==> src/rtl/script_executor.sv <==
// Script memory sequencer: fetches 16-bit instructions by pc, issues operate
// bytes over a valid/ready handshake, and waits on ms ticks or feedback flags.
module script_executor (
    input  logic        clock,
    input  logic        reset,
    input  logic        start,
    input  logic        script_mode,
    input  logic [15:0] script,
    input  logic        tick_ms,
    input  logic        sig_front,
    input  logic        sig_hand,
    input  logic        sig_processing,
    input  logic        sig_machine,
    input  logic        op_ready,
    output logic [7:0]  pc,
    output logic [7:0]  op_bits,
    output logic        op_valid,
    output logic        running,
    output logic        done
);

    typedef enum logic [2:0] {
        IDLE,
        FETCH,
        DECODE,
        SEND,
        TWAIT,
        SWAIT,
        HALT
    } state_t;

    localparam logic [3:0] OP_END   = 4'h0;
    localparam logic [3:0] OP_ACT   = 4'h1;
    localparam logic [3:0] OP_WAITT = 4'h2;
    localparam logic [3:0] OP_JMP   = 4'h3;
    localparam logic [3:0] OP_WAITS = 4'h4;
    localparam logic [3:0] OP_JSIG  = 4'h5;

    state_t      state;
    logic [7:0]  cnt;
    logic [1:0]  ir_sel;
    logic        ir_pol;
    logic [3:0]  flags;
    logic [7:0]  pc_step;
    logic [7:0]  jump_target;
    logic        live_match;
    logic        held_match;
    logic        unused_script_bit;

    assign flags             = {sig_machine, sig_processing, sig_hand, sig_front};
    assign pc_step           = pc + 8'd2;
    assign jump_target       = {script[15:9], 1'b0};
    assign live_match        = (flags[script[5:4]] == script[6]);
    assign held_match        = (flags[ir_sel] == ir_pol);
    assign unused_script_bit = script[7];

    // DECODE acts on the live script word; only the flag select/polarity is
    // kept for SWAIT, since every other field is consumed in that same cycle.
    always_ff @(posedge clock) begin
        if (reset) begin
            state    <= IDLE;
            pc       <= 8'h00;
            op_bits  <= 8'h00;
            op_valid <= 1'b0;
            running  <= 1'b0;
            done     <= 1'b0;
            cnt      <= 8'h00;
            ir_sel   <= 2'b00;
            ir_pol   <= 1'b0;
        end else if (script_mode) begin
            state    <= IDLE;
            pc       <= 8'h00;
            op_valid <= 1'b0;
            running  <= 1'b0;
            done     <= 1'b0;
            cnt      <= 8'h00;
        end else begin
            case (state)
                IDLE, HALT: begin
                    if (start) begin
                        state   <= FETCH;
                        pc      <= 8'h00;
                        running <= 1'b1;
                        done    <= 1'b0;
                    end
                end
                FETCH: state <= DECODE;
                DECODE: begin
                    ir_sel <= script[5:4];
                    ir_pol <= script[6];
                    case (script[3:0])
                        OP_END: begin
                            state   <= HALT;
                            running <= 1'b0;
                            done    <= 1'b1;
                        end
                        OP_ACT: begin
                            state    <= SEND;
                            op_bits  <= script[15:8];
                            op_valid <= 1'b1;
                        end
                        OP_WAITT: begin
                            if (script[15:8] == 8'h00) begin
                                pc    <= pc_step;
                                state <= FETCH;
                            end else begin
                                cnt   <= script[15:8];
                                state <= TWAIT;
                            end
                        end
                        OP_JMP: begin
                            pc    <= jump_target;
                            state <= FETCH;
                        end
                        OP_WAITS: state <= SWAIT;
                        OP_JSIG: begin
                            pc    <= live_match ? jump_target : pc_step;
                            state <= FETCH;
                        end
                        default: begin
                            pc    <= pc_step;
                            state <= FETCH;
                        end
                    endcase
                end
                SEND: begin
                    if (op_ready) begin
                        op_valid <= 1'b0;
                        pc       <= pc_step;
                        state    <= FETCH;
                    end
                end
                TWAIT: begin
                    if (tick_ms) begin
                        cnt <= cnt - 8'd1;
                        if (cnt == 8'd1) begin
                            pc    <= pc_step;
                            state <= FETCH;
                        end
                    end
                end
                SWAIT: begin
                    if (held_match) begin
                        pc    <= pc_step;
                        state <= FETCH;
                    end
                end
                default: begin
                    state   <= IDLE;
                    running <= 1'b0;
                end
            endcase
        end
    end

endmodule

==> config.mk <==
export PLATFORM = sky130hd
export DESIGN_NAME = script_executor
export DESIGN_NICKNAME = d
export VERILOG_FILES = /design/src/rtl/script_executor.sv
export SDC_FILE = /design/constraint.sdc
export NUM_CORES = 1
export LEC_CHECK = 0
export CAP_MARGIN = 20
export CORE_ASPECT_RATIO = 0.5
export CORE_MARGIN = 4
export CORE_UTILIZATION = 30
export DETAILED_ROUTE_END_ITERATION = 16
export GPL_TIMING_DRIVEN = 0
export HOLD_SLACK_MARGIN = 0.06
export PLACE_DENSITY_LB_ADDON = 0.12
export SLEW_MARGIN = 20
export SYNTH_ARGS = -nofsm -noshare
export SYNTH_HDL_FRONTEND = slang
export SYNTH_SLANG_ARGS = --single-unit
==> constraint.sdc <==
create_clock -name clock -period 2.64 [get_ports clock]
set_clock_uncertainty 0.15 [all_clocks]
set_input_delay 0.264 -clock clock [delete_from_list [all_inputs] [get_ports clock]]
set_output_delay 0.264 -clock clock [all_outputs]
set_load 0.01 [all_outputs]
==> results of run 1 <==
-- metal layers --
layer / share of wire (%) / GRT usage [%] / wire length, um / up-vias
met5: 0 / 0 / 0 / -
met4: 1.3 / 5.214 / 87 / 0
met3: 7.2 / 4.344 / 475 / 8
met2: 42 / 23.36 / 2770 / 58
met1: 50 / 23.15 / 3297 / 1000
li1: - / - / - / 1064
-- area by class of cell --
class / instances / area, um2 / area share [%]
Buffer: 16 / 76.32 / 2.679
Sequential cell: 32 / 640.6 / 22.49
Clock inverter: 1 / 30.03 / 1.054
Tap cell: 92 / 115.1 / 4.040
Clock buffer: 7 / 152.6 / 5.358
Inverter: 9 / 33.78 / 1.186
Timing Repair Buffer: 43 / 421.7 / 14.80
Multi-Input combinational cell: 205 / 1379 / 48.40
-- sequential cells by signal, summed over array words and instances, names as in the netlist --
signal	flops
running	1
cnt	8
op_valid	1
done	1
pc	7
ir_sel	2
ir_pol	1
op_bits	8
state	3
-- per-stage QoR --
step / hold WS, ns / area, um2
after floorplan: 0.1831 / 2103
after global placement: 0.3267 / 2629
after detailed placement: 0.3275 / 2629
after CTS: 0.3126 / 2811
after global routing: 0.3562 / 2849
final: 0.3232 / 2849
-- final timing paths --
| path | endpoint | slack (ns) | depth (start not counted) |
|---|---|---|---|
| min reg2reg | ir_sel[1] | 0.34 | 2 |
| max reg2reg | pc[7] | 0.08 | 6 |
| min | running | 0.32 | 3 |
| max | pc[7] | 0.05 | 7 |
-- Yosys cell counts, drive strengths merged (2+ instances only) --
master / n
a21oi: 24
or4bb: 2
buf: 7
xnor2: 5
nand2b: 3
nor4: 7
a31oi: 3
mux4: 2
nor2b: 4
nor4bb: 2
and2: 4
a211oi: 8
mux2i: 16
or2: 2
xor2: 2
a2111oi: 2
ha: 3
inv: 9
a221oi: 4
nor3: 5
a221o: 2
or3b: 2
nor3b: 2
clkbuf: 10
a21o: 5
nor2: 26
nand4b: 2
nand2: 25
nand3: 7
dfxtp: 32
o21ai: 18
-- critical path: cells and delay by family --
family	cells	cell delay, ns
mux	2	0.67
compound gates	1	0.34
buf+inv	2	0.57
simple gates	2	0.77
-- timing repair --
| action | 4_1_cts | 5_1_grt |
|---|---|---|
| endpoints found under the setup margin | 13 | 20 |
| setup buffers | 1 | 1 |
| pin swaps | 1 | 2 |
| hold buffers | 0 | 0 |
| gates resized for setup | 6 | 5 |
-- logic make-up after synthesis --
logic type	after synthesis	share of synthesized area, %
buf+inv	26	5.771
compound gates	77	23.44
mux	18	9.935
fa+ha+maj	3	1.785
xor+xnor	7	2.915
simple gates	99	25.52
flops	32	30.46
other cells	1	0.1783
-- report_power, final --
| group | leakage [nW] | switching [mW] | internal, mW |
|---|---|---|---|
| registers | 0.258 | 0.00644 | 0.489 |
| clock network | 0.0901 | 0.230 | 0.497 |
| logic | 0.699 | 0.0907 | 0.0792 |
-- cell usage in the layout, fill, tap and decap left out, types with 4 or more instances in the layout --
master	Yosys	final
sky130_fd_sc_hd__a211oi_1	8	7
sky130_fd_sc_hd__a21o_1	5	5
sky130_fd_sc_hd__a21oi_1	24	24
sky130_fd_sc_hd__a221oi_1	4	4
sky130_fd_sc_hd__and2_1	4	4
sky130_fd_sc_hd__buf_2	4	4
sky130_fd_sc_hd__clkbuf_1	10	10
sky130_fd_sc_hd__clkbuf_16	0	5
sky130_fd_sc_hd__clkdlybuf4s50_1	0	38
sky130_fd_sc_hd__dfxtp_1	32	32
sky130_fd_sc_hd__inv_1	9	9
sky130_fd_sc_hd__mux2i_1	16	16
sky130_fd_sc_hd__nand2_1	25	25
sky130_fd_sc_hd__nand3_1	7	6
sky130_fd_sc_hd__nor2_1	26	26
sky130_fd_sc_hd__nor2b_1	4	4
sky130_fd_sc_hd__nor3_1	5	5
sky130_fd_sc_hd__nor4_1	6	4
sky130_fd_sc_hd__o21ai_0	18	18
sky130_fd_sc_hd__xnor2_1	5	5
==> impl_results.md, run 1 <==
* I/O pin count at 45
* Congestion Overflow GR at 0
* First DRT Iteration DRCs at 202
* Launch point of the worst hold path: script[0]
* Sinks on Clock Net at 32
* Fraction of final layout cells sized beyond drive strength 1 at 9.585%
* Hold WC Path Type: primary input to flop
* Outcome: finished, final reports clean
* Highest achievable clock rate at 385.9 MHz
* Critical-path top delay cell: sky130_fd_sc_hd__or4_4
* Power per Cell Area at 488.7 nW/um2
* Startpoint of the most critical register-to-register path: ir_sel[0]
* Area enclosed by the die boundary at 8496 um2
* Portion of synthesized cell area occupied by the leading cell type at 30.46%
* Number of max-capacitance violations reported at 0
* Startpoint-to-endpoint class of the critical path: primary input to flop
* Number of standard-cell rows in the floorplan at 21
* Effective utilization at floorplan at 31.15%
* Final Worst Setup Slack at 0.04838 ns
* Arrival time reported for the critical path endpoint at 2.62 ns
* Leakage power total at 1.048 nW
* Remaining max-slew budget at the tightest pin at 56.05%
* Synthesized netlist cell count at 263
* Number of different library cells in the post-synthesis netlist at 55
* Utilization after layout at 42.19%
* Clock buffer depth at 2
* Die outline width at 126.4 um
* Number of detailed-routing iterations run before antenna repair at 4
* Summed negative setup slack over all endpoints at 0 ns
* Req. time, crit path at 2.66 ns
* CTS buffer count at 5
* All-layer global routing usage at 16.11%
* Area growth from synthesis to layout at 35.45%
* Setup Slack @ Placement at -0.4597 ns
* Via density per instance at 5.259
* Max Fanout on Critical Path at 7
* FFs w/ async S/R, synth at 0%
* Area leader, netlist: sky130_fd_sc_hd__dfxtp_1
* Count of port buffers added during placement at 41
* Startpoint Class: primary input
* Post-layout instance count excluding filler cells at 405
* Global placement routability congestion at 0.8816
* Clock tree from TritonCTS: built
* Vias in the first global route at 2039
* Wire length of the first global-routing pass at 10650 um
* Depth of the CTS H-tree at 2
* Dominant register cell in the synthesized netlist: sky130_fd_sc_hd__dfxtp_1
* Total standard cell area after synthesis at 2103 um2
* Number of inserted diodes at 0
* Synth Net Count at 292
* Per-cell routed wire length at 16.37 um
* Slowest cell delay on critical path at 0.54 ns
* Largest net degree at the start of global routing at 11
* # fillers at 674
* Number of enable flip-flop cells after synthesis at 0
* Fraction of the yosys area taken by sequential cells at 30.46%
* Peak supply drop at 0.1959 mV
* Final period util at 98.17%
* Pins Over Slew Limit at 0
* Number of storage elements in the synthesis netlist at 32
* Setup crit end kind: flop
* Clock-pin slew on the worst setup and hold paths at 0.05 ns
* Total wirelength of the detailed-routed design at 6631 um
* Final net count at 341
* Initial antenna violation count at 0
* Cell count after placement at 396
* Cell breakdown of the critical path: clkdlybuf4s50_1 -> mux4_2 -> mux2i_1 -> or4_4 -> or2_1 -> buf_6 -> a221o_2
* Setup violations, final at 0
* Residual antenna-violating net count after detailed routing at 0
* HPWL after detailed placement at 4848 um
* Crit path from: sig_hand
* Setup repair after global routing missed its margin: false
* Die height at 67.21 um
* Number of hold violations in the final report at 0
* Average instance area after synthesis at 7.997 um2
* Insertion delay to the later sink of the worst-skew pair at 0.29 ns
* Number of warnings reported in the yosys synthesis log at 0
* Slew @ Worst Pin at 0.6578 ns
* Total power draw at 1.392 mW
* Core area at 6753 um2
* CTS root buf: sky130_fd_sc_hd__clkbuf_16
* Cell types occupying the most area after synthesis: sky130_fd_sc_hd__dfxtp_1 (30%), sky130_fd_sc_hd__mux2i_1 (7.6%), sky130_fd_sc_hd__a21oi_1 (5.7%)
* Final critical path time including I/O delays and setup at 2.592 ns
* DRC violation count after routing at 0
* Number of vias in the routed layout at 2130
Note: power is estimated with default switching activity, not from simulation.
==> run 2: changes to the inputs <==
--- a/config.mk
+++ b/config.mk
@@ -6,10 +6,13 @@
 export NUM_CORES = 1
 export LEC_CHECK = 0
 export CAP_MARGIN = 20
+export CELL_PAD_IN_SITES_DETAIL_PLACEMENT = 1
+export CELL_PAD_IN_SITES_GLOBAL_PLACEMENT = 2
 export CORE_ASPECT_RATIO = 0.5
 export CORE_MARGIN = 4
-export CORE_UTILIZATION = 30
+export CORE_UTILIZATION = 26
 export DETAILED_ROUTE_END_ITERATION = 16
+export GPL_ROUTABILITY_DRIVEN = 0
 export GPL_TIMING_DRIVEN = 0
 export HOLD_SLACK_MARGIN = 0.06
 export PLACE_DENSITY_LB_ADDON = 0.12
==> run 2 against run 1 <==
Total power fell by 12%. Combinational power up 3%. Die area grew 14%. Final cell count rose by 3.7%. Register-to-register slack worse by 0.05 ns. Largest power group unchanged.
==> impl_results.md, run 2 (synthesis results as in run 1) <==
* Power per Cell Area at 432.7 nW/um2 (was 488.7 nW/um2)
* WP buf/inv at 1 (was 2)
* Number of standard-cell rows in the floorplan at 22 (was 21)
* Pins Over Slew Limit at 0 (unchanged)
* Initial antenna violation count at 0 (unchanged)
* Startpoint-to-endpoint class of the critical path: flop to flop (was primary input to flop)
* Final net count at 341 (unchanged)
* I/O pin count at 45 (unchanged)
* Clock-pin slew on the worst setup and hold paths at 0.05 ns (about the same)
* Commonest cells after routing, fill and taps aside: sky130_fd_sc_hd__clkdlybuf4s50_1 (37), sky130_fd_sc_hd__dfxtp_1 (31), sky130_fd_sc_hd__nor2_1 (26), sky130_fd_sc_hd__nand2_1 (25), sky130_fd_sc_hd__a21oi_1 (24) (was sky130_fd_sc_hd__clkdlybuf4s50_1 (38), sky130_fd_sc_hd__dfxtp_1 (32), sky130_fd_sc_hd__nor2_1 (26), sky130_fd_sc_hd__nand2_1 (25), sky130_fd_sc_hd__a21oi_1 (24))
* Remaining max-slew budget at the tightest pin at 52.87% (was 56.05%)
* Count of port buffers added during placement at 41 (unchanged)
* Depth of the CTS H-tree at 2 (unchanged)
* Setup violations, final at 0 (unchanged)
* Wire length of the first global-routing pass at 11690 um (was 10650 um)
* Max Fanout on Critical Path at 7 (unchanged)
* Clock buffer depth at 2 (unchanged)
* Peak supply drop at 0.1829 mV (was 0.1959 mV)
* Number of inserted diodes at 0 (unchanged)
* HPWL after detailed placement at 5717 um (was 4848 um)
* Leakage power total at 1.032 nW (was 1.048 nW)
* Vias in the first global route at 2133 (was 2039)
* Most frequent standard cell in the layout excluding fill and tap cells: sky130_fd_sc_hd__clkdlybuf4s50_1 (unchanged)
* Slew @ Worst Pin at 0.7069 ns (was 0.6578 ns)
* Area enclosed by the die boundary at 9680 um2 (was 8496 um2)
* Critical-path top delay cell: sky130_fd_sc_hd__mux4_2 (was sky130_fd_sc_hd__or4_4)
* Startpoint Class: flop (was primary input)
* Area growth from synthesis to layout at 35.22% (was 35.45%)
* Req. time, crit path at 2.66 ns (about the same)
* Per-cell routed wire length at 17.93 um (was 16.37 um)
* Hold WC Path Type: flop to flop (was primary input to flop)
* Utilization after layout at 37.43% (was 42.19%)
* Via density per instance at 5.181 (was 5.259)
* Highest achievable clock rate at 382.5 MHz (was 385.9 MHz)
* Min-Delay Path Depth at 2 (was 3)
* Kind of cell adding the most delay to the critical path: simple AND/OR/NAND/NOR gates (unchanged)
* Registers with the most flip-flops: cnt (8), op_bits (8), pc (7) (unchanged)
* Die outline width at 135.2 um (was 126.4 um)
* Number of max-capacitance violations reported at 0 (unchanged)
* Summed negative setup slack over all endpoints at 0 ns (unchanged)
* Path length in cells of the critical path at 6 (was 7)
* Die height at 71.60 um (was 67.21 um)
* Slowest cell delay on critical path at 0.55 ns (was 0.54 ns)
* Setup repair after global routing missed its margin: true (was false)
* Arrival time reported for the critical path endpoint at 2.63 ns (was 2.62 ns)
* Core area at 7597 um2 (was 6753 um2)
* CTS root buf: sky130_fd_sc_hd__clkbuf_16 (unchanged)
* Setup Slack @ Placement at -0.4959 ns (was -0.4597 ns)
* Largest net degree at the start of global routing at 11 (unchanged)
* Setup crit end kind: flop (unchanged)
* Congestion Overflow GR at 0 (unchanged)
* Number of hold violations in the final report at 0 (unchanged)
* Final period util at 99.04% (was 98.17%)
* Final Worst Setup Slack at 0.02535 ns (was 0.04838 ns)
* Final critical path time including I/O delays and setup at 2.615 ns (was 2.592 ns)
* Effective utilization at floorplan at 27.68% (was 31.15%)
* CTS buffer count at 5 (unchanged)
* Residual antenna-violating net count after detailed routing at 0 (unchanged)
* Number of buffers inserted by hold repair at cts at 0 (unchanged)
* Total wirelength of the detailed-routed design at 7532 um (was 6631 um)
* All-layer global routing usage at 15.59% (was 16.11%)
* Clock tree from TritonCTS: built (unchanged)
* First DRT Iteration DRCs at 73 (was 202)
* Insertion delay to the later sink of the worst-skew pair at 0.28 ns (was 0.29 ns)
* Number of detailed-routing iterations run before antenna repair at 5 (was 4)
* Number of vias in the routed layout at 2176 (was 2130)
* Fraction of final layout cells sized beyond drive strength 1 at 10.90% (was 9.585%)
* DRC violation count after routing at 0 (unchanged)
* Cell breakdown of the critical path: mux4_2 -> mux2i_2 -> or4_4 -> or2_1 -> buf_6 -> a221o_2 (was clkdlybuf4s50_1 -> mux4_2 -> mux2i_1 -> or4_4 -> or2_1 -> buf_6 -> a221o_2)
* Outcome: finished, final reports clean (unchanged)
* Sinks on Clock Net at 32 (unchanged)
* Worst r2r path cells at 6 (unchanged)
[run 2: report_power, final]
| part | leakage, nW | switching (mW) | internal (mW) | total [mW] |
|---|---|---|---|---|
| registers | 0.259 | 0.00676 | 0.489 | 0.496 |
| clock network | 0.0667 | 0.217 | 0.343 | 0.559 |
| logic | 0.707 | 0.0959 | 0.0796 | 0.175 |
[run 2: cell type report]
| type | instances | area [um2] |
|---|---|---|
| Timing Repair Buffer | 43 | 420.4 |
| Fill cell | 898 | 4753 |
| Sequential cell | 32 | 641.9 |
| Tap cell | 108 | 135.1 |
| Multi-Input combinational cell | 205 | 1401 |
| Buffer | 16 | 77.57 |
| Inverter | 9 | 33.78 |
| Clock buffer | 6 | 128.9 |
| Clock inverter | 1 | 5.005 |
[run 2: routing by layer]
metal  global-route usage (%)  vias to the layer above  share of wire [%]
met2                    23.40                       38                 43
li1                         -                     1062                  -
met3                    4.208                        7                4.4
met4                    4.022                        0               0.98
met1                    22.15                     1069                 52
met5                        0                        -                  0
[run 2: timing repair]
item	4_1_cts	5_1_grt
resized for setup	9	10
pin swaps	1	2
setup endpoints to repair	14	19
setup buffers	1	1
[run 2: worst paths after layout]
check | startpoint | end | slack [ns]
setup reg to reg | ir_sel[0] | pc[6] | 0.03
hold / removal | op_bits[4] | op_bits[4] | 0.35
hold reg to reg | op_bits[4] | op_bits[4] | 0.35
setup / recovery | ir_sel[0] | pc[6] | 0.03
[run 2: stage by stage]
| stage | total power [mW] | instance area [um2] | std cells | hold slack (ns) |
|---|---|---|---|---|
| after floorplan | 0.5898 | 2103 | 263 | 0.1831 |
| after global placement | 0.6751 | 2649 | 412 | 0.3240 |
| after detailed placement | 0.6764 | 2649 | 412 | 0.3405 |
| after CTS | 1.243 | 2785 | 419 | 0.3342 |
| after global routing | 1.281 | 2844 | 420 | 0.3898 |
| final | 1.231 | 2844 | 420 | 0.3480 |
[run 2: tightest hold or removal path: stages, from the launching register on]
cell	delay [ns]
sky130_fd_sc_hd__dfxtp_1	0.32
sky130_fd_sc_hd__mux2i_1	0.07
sky130_fd_sc_hd__nor2_1	0.08
==> run 3: changes to the inputs <==
--- a/config.mk
+++ b/config.mk
@@ -5,12 +5,11 @@
 export SDC_FILE = /design/constraint.sdc
 export NUM_CORES = 1
 export LEC_CHECK = 0
-export CAP_MARGIN = 20
 export CELL_PAD_IN_SITES_DETAIL_PLACEMENT = 1
 export CELL_PAD_IN_SITES_GLOBAL_PLACEMENT = 2
 export CORE_ASPECT_RATIO = 0.5
 export CORE_MARGIN = 4
-export CORE_UTILIZATION = 26
+export CORE_UTILIZATION = 30
 export DETAILED_ROUTE_END_ITERATION = 16
 export GPL_ROUTABILITY_DRIVEN = 0
 export GPL_TIMING_DRIVEN = 0
==> constraint.sdc (replaced) <==
create_clock -name clock -period 3.3 [get_ports clock]
set_clock_uncertainty 0.15 [all_clocks]
set_input_delay 0.33 -clock clock [delete_from_list [all_inputs] [get_ports clock]]
set_output_delay 0.33 -clock clock [all_outputs]
set_load 0.01 [all_outputs]
==> run 3 against run 2 <==
Register-to-register slack better by 0.45 ns. Utilization rose by 3.6 points. Clock-buffer cell count is the same. Critical path type is now primary input to flop.
==> impl_results.md, run 3 (synthesis results as in run 1) <==
* Clock-pin slew on the worst setup and hold paths at 0.06 ns (was 0.05 ns)
* CP dominant cell by count: sky130_fd_sc_hd__buf_6
* Residual antenna-violating net count after detailed routing at 0 (unchanged)
* Congestion Overflow GR at 0 (unchanged)
* First DRT Iteration DRCs at 117 (was 73)
* Power per Cell Area at 354.7 nW/um2 (was 432.7 nW/um2)
* All-layer global routing usage at 17.72% (was 15.59%)
* Setup Buffers After CTS at 0 (was 1)
* Setup violations, final at 0 (unchanged)
* Commonest cells after routing, fill and taps aside: sky130_fd_sc_hd__clkdlybuf4s50_1 (41), sky130_fd_sc_hd__dfxtp_1 (32), sky130_fd_sc_hd__nor2_1 (26), sky130_fd_sc_hd__nand2_1 (25), sky130_fd_sc_hd__a21oi_1 (24) (was sky130_fd_sc_hd__clkdlybuf4s50_1 (37), sky130_fd_sc_hd__dfxtp_1 (31), sky130_fd_sc_hd__nor2_1 (26), sky130_fd_sc_hd__nand2_1 (25), sky130_fd_sc_hd__a21oi_1 (24))
* Setup repair after global routing missed its margin: false (was true)
* HPWL after detailed placement at 5446 um (was 5717 um)
* Vias in the first global route at 2235 (was 2133)
* Setup crit end kind: flop (unchanged)
* Clock tree from TritonCTS: built (unchanged)
* Outcome: finished, final reports clean (unchanged)
* Clock buffer depth at 2 (unchanged)
* Startpoint of the most critical register-to-register path: ir_sel[0] (unchanged)
* Insertion delay to the later sink of the worst-skew pair at 0.28 ns (about the same)
* Cell breakdown of the critical path: clkdlybuf4s50_1 -> mux4_1 -> mux2i_1 -> or4_4 -> buf_6 -> or2_1 -> buf_6 -> o311a_1 (was mux4_2 -> mux2i_2 -> or4_4 -> or2_1 -> buf_6 -> a221o_2)
* Area enclosed by the die boundary at 8496 um2 (was 9680 um2)
* Max Fanout on Critical Path at 10 (was 7)
* Post-cts repair resize count at 0 (was 9)
* Hold slack at 0.3365 ns (was 0.3480 ns)
* Number of detailed-routing iterations run before antenna repair at 4 (was 5)
* Critical-path top delay cell: sky130_fd_sc_hd__mux4_1 (was sky130_fd_sc_hd__mux4_2)
* Worst r2r path cells at 7 (was 6)
* Setup Slack @ Placement at 0.1102 ns (was -0.4959 ns)
* Area growth from synthesis to layout at 31.59% (was 35.22%)
* Final Worst Setup Slack at 0.3531 ns (was 0.02535 ns)
* Wire length of the first global-routing pass at 11650 um (was 11690 um)
* Arrival time reported for the critical path endpoint at 2.97 ns (was 2.63 ns)
* Final net count at 340 (was 341)
* DRC violation count after routing at 0 (unchanged)
* Die height at 67.21 um (was 71.60 um)
* Registers with the most flip-flops: cnt (8), op_bits (8), pc (7) (unchanged)
* CTS buffer count at 5 (unchanged)
* Peak supply drop at 0.1437 mV (was 0.1829 mV)
* Req. time, crit path at 3.32 ns (was 2.66 ns)
* Critical R2R Capture: pc[2] (was pc[6])
* FF-to-FF setup slack at 0.48 ns (was 0.03 ns)
* Fraction of final layout cells sized beyond drive strength 1 at 6.752% (was 10.90%)
* Initial antenna violation count at 0 (unchanged)
* Number of max-capacitance violations reported at 0 (unchanged)
* Hold WC Path Type: flop to flop (unchanged)
* Count of port buffers added during placement at 41 (unchanged)
* Min-Delay Path Depth at 2 (unchanged)
* Leakage power total at 1.016 nW (was 1.032 nW)
* Total wirelength of the detailed-routed design at 7124 um (was 7532 um)
* Highest achievable clock rate at 339.3 MHz
* Cell count after placement at 396 (was 412)
* Startpoint Class: primary input (was flop)
* CTS root buf: sky130_fd_sc_hd__clkbuf_16 (unchanged)
* # fillers at 825 (was 898)
* Die outline width at 126.4 um (was 135.2 um)
* Core area at 6753 um2 (was 7597 um2)
* Summed negative setup slack over all endpoints at 0 ns (unchanged)
* End point of the worst hold path: cnt[1] (was op_bits[4])
* I/O pin count at 45 (unchanged)
* Final critical path time including I/O delays and setup at 2.947 ns
* Pins Over Slew Limit at 0 (unchanged)
* Sinks on Clock Net at 32 (unchanged)
* Per-cell routed wire length at 17.68 um (was 17.93 um)
* Final period util at 89.30%
* Startpoint-to-endpoint class of the critical path: primary input to flop (was flop to flop)
* Non-Filler Cell Area, Final at 2768 um2 (was 2844 um2)
* Depth of the CTS H-tree at 2 (unchanged)
* Largest net degree at the start of global routing at 11 (unchanged)
* Most frequent standard cell in the layout excluding fill and tap cells: sky130_fd_sc_hd__clkdlybuf4s50_1 (unchanged)
* Post-layout instance count excluding filler cells at 403 (was 420)
* Via density per instance at 5.357 (was 5.181)
* Slowest cell delay on critical path at 0.60 ns (was 0.55 ns)
* Effective utilization at floorplan at 31.15% (was 27.68%)
* Number of vias in the routed layout at 2159 (was 2176)
* Number of inserted diodes at 0 (unchanged)
* Post-place instance area at 2629 um2 (was 2649 um2)
* Launch point of the worst hold path: cnt[1] (was op_bits[4])
* Number of buffers inserted by hold repair at cts at 0 (unchanged)
* Number of hold violations in the final report at 0 (unchanged)
* Remaining max-slew budget at the tightest pin at 47.77% (was 52.87%)
* Number of standard-cell rows in the floorplan at 21 (was 22)
* Slew @ Worst Pin at 0.7818 ns (was 0.7069 ns)
==> run 3: cell types whose count changed in the layout (fill, tap and decap cells not counted), moves of 2 or more <==
| cell | previous run | this run |
|---|---|---|
| sky130_fd_sc_hd__buf_4 | 3 | 1 |
| sky130_fd_sc_hd__clkdlybuf4s50_1 | 37 | 41 |
| sky130_fd_sc_hd__dlygate4sd2_1 | 4 | 0 |
| sky130_fd_sc_hd__nor4_1 | 4 | 6 |
| sky130_fd_sc_hd__nor4_2 | 2 | 0 |
==> run 3: stage by stage <==
| step | power, mW | utilization, % |
|---|---|---|
| 4_1_cts | 0.9935 | 40.91 |
| 5_1_grt | 1.030 | 40.99 |
| 6_report | 0.9818 | 40.99 |
| 2_1_floorplan | 0.4719 | - |
| 3_5_place_dp | 0.5402 | 38.93 |
| 3_3_place_gp | 0.5386 | 38.93 |
==> run 3: worst max path at each step <==
stage	slack, ns	startpoint	end	depth (start not counted)
final	0.35	sig_front	pc[2]	8
after global routing	0.31	sig_hand	pc[2]	8
after CTS	0.36	sig_front	pc[2]	8
after detailed placement	0.11	sig_hand	pc[7]	8
after global placement	0.10	sig_hand	pc[6]	8
after floorplan	0.70	ir_sel[0]	pc[6]	7
==> run 3: area by class of cell <==
class | instances | area, um2 | area share, %
timing repair buffer | 41 | 410.4 | 14.83
sequential | 32 | 640.6 | 23.15
clock buffer | 6 | 128.9 | 4.656
clock inverter | 1 | 5.005 | 0.1808
tap | 92 | 115.1 | 4.159
multi-input combinational | 205 | 1346 | 48.64
buffer | 17 | 87.58 | 3.165
inverter | 9 | 33.78 | 1.221
==> run 3: report_power, final <==
part	internal [mW]	total [mW]	switching, mW	leakage (nW)
Clock	0.274	0.449	0.175	0.0667
Sequential	0.391	0.396	0.00508	0.258
Combinational	0.0648	0.137	0.0719	0.691
==> run 3: critical path, delay by kind of cell <==
| kind | cells | cell delay, ns |
|---|---|---|
| AOI/OAI and AO/OA | 1 | 0.35 |
| buffers and inverters | 3 | 0.74 |
| muxes | 2 | 0.78 |
| and+or+nand+nor | 2 | 0.76 |
==> run 3: layer usage <==
metal,track usage (%),up-vias,share of wire (%)
met5,0,-,0
met2,27.24,30,43
li1,-,1065,-
met3,4.028,7,3.2
met4,5.615,0,1.1
met1,24.81,1057,53
==> RTL change 1 (flow settings as in run 3) <==
Re-encode `state_t` (7 states) as Gray code, 3 bits wide.
--- a/src/rtl/script_executor.sv
+++ b/src/rtl/script_executor.sv
@@ -22,9 +22,9 @@
     typedef enum logic [2:0] {
-        IDLE,
-        FETCH,
-        DECODE,
-        SEND,
-        TWAIT,
-        SWAIT,
-        HALT
+        IDLE   = 3'b000,
+        FETCH  = 3'b001,
+        DECODE = 3'b011,
+        SEND   = 3'b010,
+        TWAIT  = 3'b110,
+        SWAIT  = 3'b111,
+        HALT   = 3'b101
     } state_t;
Formal check against the unedited RTL: same outputs for any inputs over 4 cycles, from zero or initial values and one cycle with reset high; so few cycles prove little.
==> RTL change 1 against run 3 <==
Design area decreased by 1.0%. Critical endpoint is now cnt[3]. Wire length fell by 3.9%. Synthesized area down 2.5%. Hold slack about the same. Sequential cell count unchanged. Setup slack better by 0.22 ns. Largest cell class unchanged. Power is 7.0% higher. Sequential share of layout area rose by 0.24 points. Via count shrank 4.7%.
==> RTL change 1: results (changes against run 3) <==
stage	metric	value	unit	change
yosys	synth_compound_area_share	23.4	%	about the same
yosys	yosys-top-cells-area	dfxtp_1 31%, mux2i_1 8.8%, nor2_1 5.1%		was dfxtp_1 30%, mux2i_1 7.6%, a21oi_1 5.7%
timing	whs	0.337	ns	was 0.336 ns
worst_setup_path	cp-endpoint	cnt[3]		was pc[2]
worst_setup_path	r2r_cells	6		was 7
worst_setup_path	r2r_slack	0.90	ns	was 0.48 ns
cells_and_area	diodes	0		unchanged
power_and_ir_drop	vdd_drop_max	0.209	mV	was 0.144 mV
yosys	syn_nets	275		was 292
global_routing	grt_pass1_vias	2078		was 2235
yosys	synthAdderAreaFrac	2.32	%	was 1.78%
clock_tree	post_cts_buffers	0		unchanged
timing	setup_ws	0.569	ns	was 0.353 ns
yosys	synthTopCellsByCount	32 x dfxtp_1, 28 x nor2_1, 19 x nand2_1		was 32 x dfxtp_1, 26 x nor2_1, 25 x nand2_1
placement	dp_cells	375		was 396
worst_setup_path	r2r_end	cnt[6]		was pc[2]
detailed_routing	num_vias	2058		was 2159
placement	placed_cell_area	2570	um2	was 2630 um2
cells_and_area	drive_above_1_share	9.83	%	was 6.75%
yosys	synth_cells	246		was 263
yosys	synth_xor_area_share	1.71	%	was 2.91%
worst_setup_path	cp.arrival	2.79	ns	was 2.97 ns
detailed_routing	wire_per_inst	17.9	um	was 17.7 um
clock_tree	cts_buffers	5		unchanged
run_status	status	finished clean		unchanged
power_and_ir_drop	sw_frac_of_total	24.1	%	was 25.6%
detailed_routing	wirelength	6850	um	was 7120 um
yosys	synth_mux_area_share	8.79	%	was 9.93%
placement	dp_hpwl	5250	um	was 5450 um
global_routing	grt_max_degree	12		was 11
worst_setup_path	crit_fanout	10		unchanged
worst_setup_path	crit_start	script[15]		was sig_front
global_routing	grt_pass1_wl	11200	um	was 11600 um
global_routing	grt_usage	17.3	%	was 17.7%
placement	dp_slack	0.306	ns	was 0.110 ns
worst_setup_path	reg2reg_from	state[2]		was ir_sel[0]
yosys	ys_seq_area_share	31.2	%	was 30.5%
yosys	yosysUniqueCellTypes	63		was 55
power_and_ir_drop	p_leak	0.000993	uW	was 0.00102 uW
detailed_routing	initialDrtViolationCount	98		was 117
cells_and_area	nets	323		was 340
timing	worst_pin_slew	0.674	ns	was 0.782 ns
min_path	min_to	cnt[1]		unchanged
-- RTL change 1: power by group through the flow --
stage	Clock (uW)	Combinational, uW	Sequential (uW)
floorplan	0	54.3	400
global placement	0	112	400
detailed placement	0	114	400
CTS	557	115	392
global route	574	125	392
finish	544	115	392
-- RTL change 1: worst max-delay path, cell delays in order --
cell and delay [ns]:
clkdlybuf4s50_1 0.55, nor4_1 0.51, a21boi_0 0.27, a22oi_1 0.54, buf_2 0.33, o21ai_0 0.12
a21oi_1 0.15
-- RTL change 1: cell type report --
type / count / area, um2
tap: 88 / 110
inverter: 10 / 51.3
buffer: 10 / 57.6
fill: 754 / 3590
timing repair buffer: 41 / 410
clock inverter: 3 / 42.5
clock buffer: 5 / 125
multi-input combinational: 194 / 1300
sequential: 32 / 641
-- RTL change 1: metal layers --
layer,global-route usage (%),routed length (um)
met5,0,0
met4,4.46,70
met3,4.56,314
met2,27.5,2940
met1,23.5,3520
==> RTL change 2 (settings of run 3) <==
Without the edit above. Make the reset (`reset`) asynchronous in one clocked block.
--- a/src/rtl/script_executor.sv
+++ b/src/rtl/script_executor.sv
@@ -58,3 +58,3 @@
     // kept for SWAIT, since every other field is consumed in that same cycle.
-    always_ff @(posedge clock) begin
+    always_ff @(posedge clock or posedge reset) begin
         if (reset) begin
Formal check against the unedited RTL: differs if reset is asserted again (counterexample within 4 cycles, from zero or initial values and one cycle with reset high); with reset held inactive, the same outputs for 4 cycles.
==> RTL change 2 against run 3 <==
Synthesized area is 3.0% higher. Wire length shrank 1.7%. Setup slack better by 0.44 ns. Count of clock-buffer cells in the layout is the same. Design area up 3.2%. Utilization up 0.83 points. Sequential cell count did not move.
Power is not compared: it rests on default switching activity, and its combinational part moved more than twofold at a synthesized area within 25%.
==> RTL change 2: results (changes against run 3) <==
stage	metric	value	unit	change
run_status	status	finished clean		unchanged
worst_setup_path	cp.arrival	2.56	ns	was 2.97 ns
global_routing	use_met1	24.9	%	was 24.8%
global_routing	grt_pass1_wl	11400	um	was 11600 um
cells_and_area	drive_above_1_share	16.3	%	was 6.75%
yosys	synthArstFlopShare	100	%	was 0%
detailed_routing	num_vias	2004		was 2159
min_path	hold_class	input pin to async pin		was register to register
cells_and_area	final-clk-cell-share	5.74	%	was 4.84%
cells_and_area	seqCellArea	801	um2	was 641 um2
worst_setup_path	cpMaxStageDelayCell	nor3_1		was mux4_1
global_routing	met3_usage	4.60	%	was 4.03%
timing	worst_pin_slew	0.720	ns	was 0.782 ns
global_routing	grt_usage	17.2	%	was 17.7%
yosys	syn_nets	263		was 292
worst_setup_path	slowest_delay	0.58	ns	was 0.60 ns
detailed_routing	routedLengthMet1	3690	um	was 3750 um
detailed_routing	wl_met2	2990	um	was 3070 um
cells_and_area	nets	311		was 340
cells_and_area	inv_count	7		was 9
global_routing	met2_usage	25.4	%	was 27.2%
detailed_routing	wire_per_inst	18.7	um	was 17.7 um
placement	dp_hpwl	5280	um	was 5450 um
worst_setup_path	critPathTopFamily	simple AND/OR/NAND/NOR gates		was multiplexers
global_routing	grt_max_degree	33		was 11
cells_and_area	fillerInstances	798		was 825
detailed_routing	initialDrtViolationCount	143		was 117
yosys	synthTopCellsByCount	32 x dfrtp_1, 22 x nor2_1, 20 x a21oi_1, 20 x o21ai_0, 17 x nand2_1		was 32 x dfxtp_1, 26 x nor2_1, 25 x nand2_1
detailed_routing	dr_wl_met3	270	um	was 225 um
yosys	yosys-top-cells-area	dfrtp_1 37%, mux2_2 5.7%, a21oi_1 4.6%		was dfxtp_1 30%, mux2i_1 7.6%, a21oi_1 5.7%
cells_and_area	signal_buffers	52		was 58
yosys	ys_seq_area_share	37.0	%	was 30.5%
cells_and_area	multiInputGateArea	1280	um2	was 1350 um2
RTL change 2: per-stage QoR:
| stage | std cells | worst slack [ns] | cell area [um2] |
|---|---|---|---|
| after global placement | 367 | 0.576 | 2690 |
| after floorplan | 234 | 1.28 | 2170 |
| after global routing | 375 | 0.615 | 2860 |
| final | 375 | 0.789 | 2860 |
| after detailed placement | 367 | 0.516 | 2690 |
| after CTS | 375 | 0.813 | 2860 |
RTL change 2: path summary, 6_finish.rpt:
kind / cells after the start / to / from / slack, ns
worst max-delay path: 7 / pc[2] / script[3] / 0.79
worst min-delay path: 2 / cnt[2] / reset / 0.34
worst max register to register: 7 / pc[2] / state[2] / 0.98
worst min register to register: 1 / op_bits[6] / op_bits[6] / 0.35
max in group asynchronous: 2 / pc[5] / reset / 2.20
min in group clock: 1 / op_bits[6] / op_bits[6] / 0.35
RTL change 2: cell families (layout without fill, tap and decap cells):
family / count (synthesis) / after routing / share of synthesized area (%)
other: 1 / 1 / 0.173
multiplexers: 13 / 13 / 7.79
buffers and inverters: 18 / 67 / 4.04
XOR/XNOR: 6 / 6 / 2.77
AO/OA/AOI/OAI: 76 / 76 / 23.4
flip-flops: 32 / 32 / 37.0
AND/OR/NAND/NOR: 85 / 85 / 23.2
adder cells (fa/ha/maj): 3 / 3 / 1.73
RTL change 2: worst reg2reg max path, cell delays in order (launching register included):
cell	delay, ns
dfrtp_1	0.38
buf_2	0.19
nor4b_2	0.56
a22oi_1	0.16
o21ai_1	0.27
nor2_8	0.10
nor2_1	0.26
o2bb2ai_1	0.16
RTL change 2: power breakdown:
group | internal [uW] | switching, uW | total [uW]
Combinational | 170 | 194 | 364
Sequential | 437 | 30.7 | 468
Clock | 355 | 179 | 534
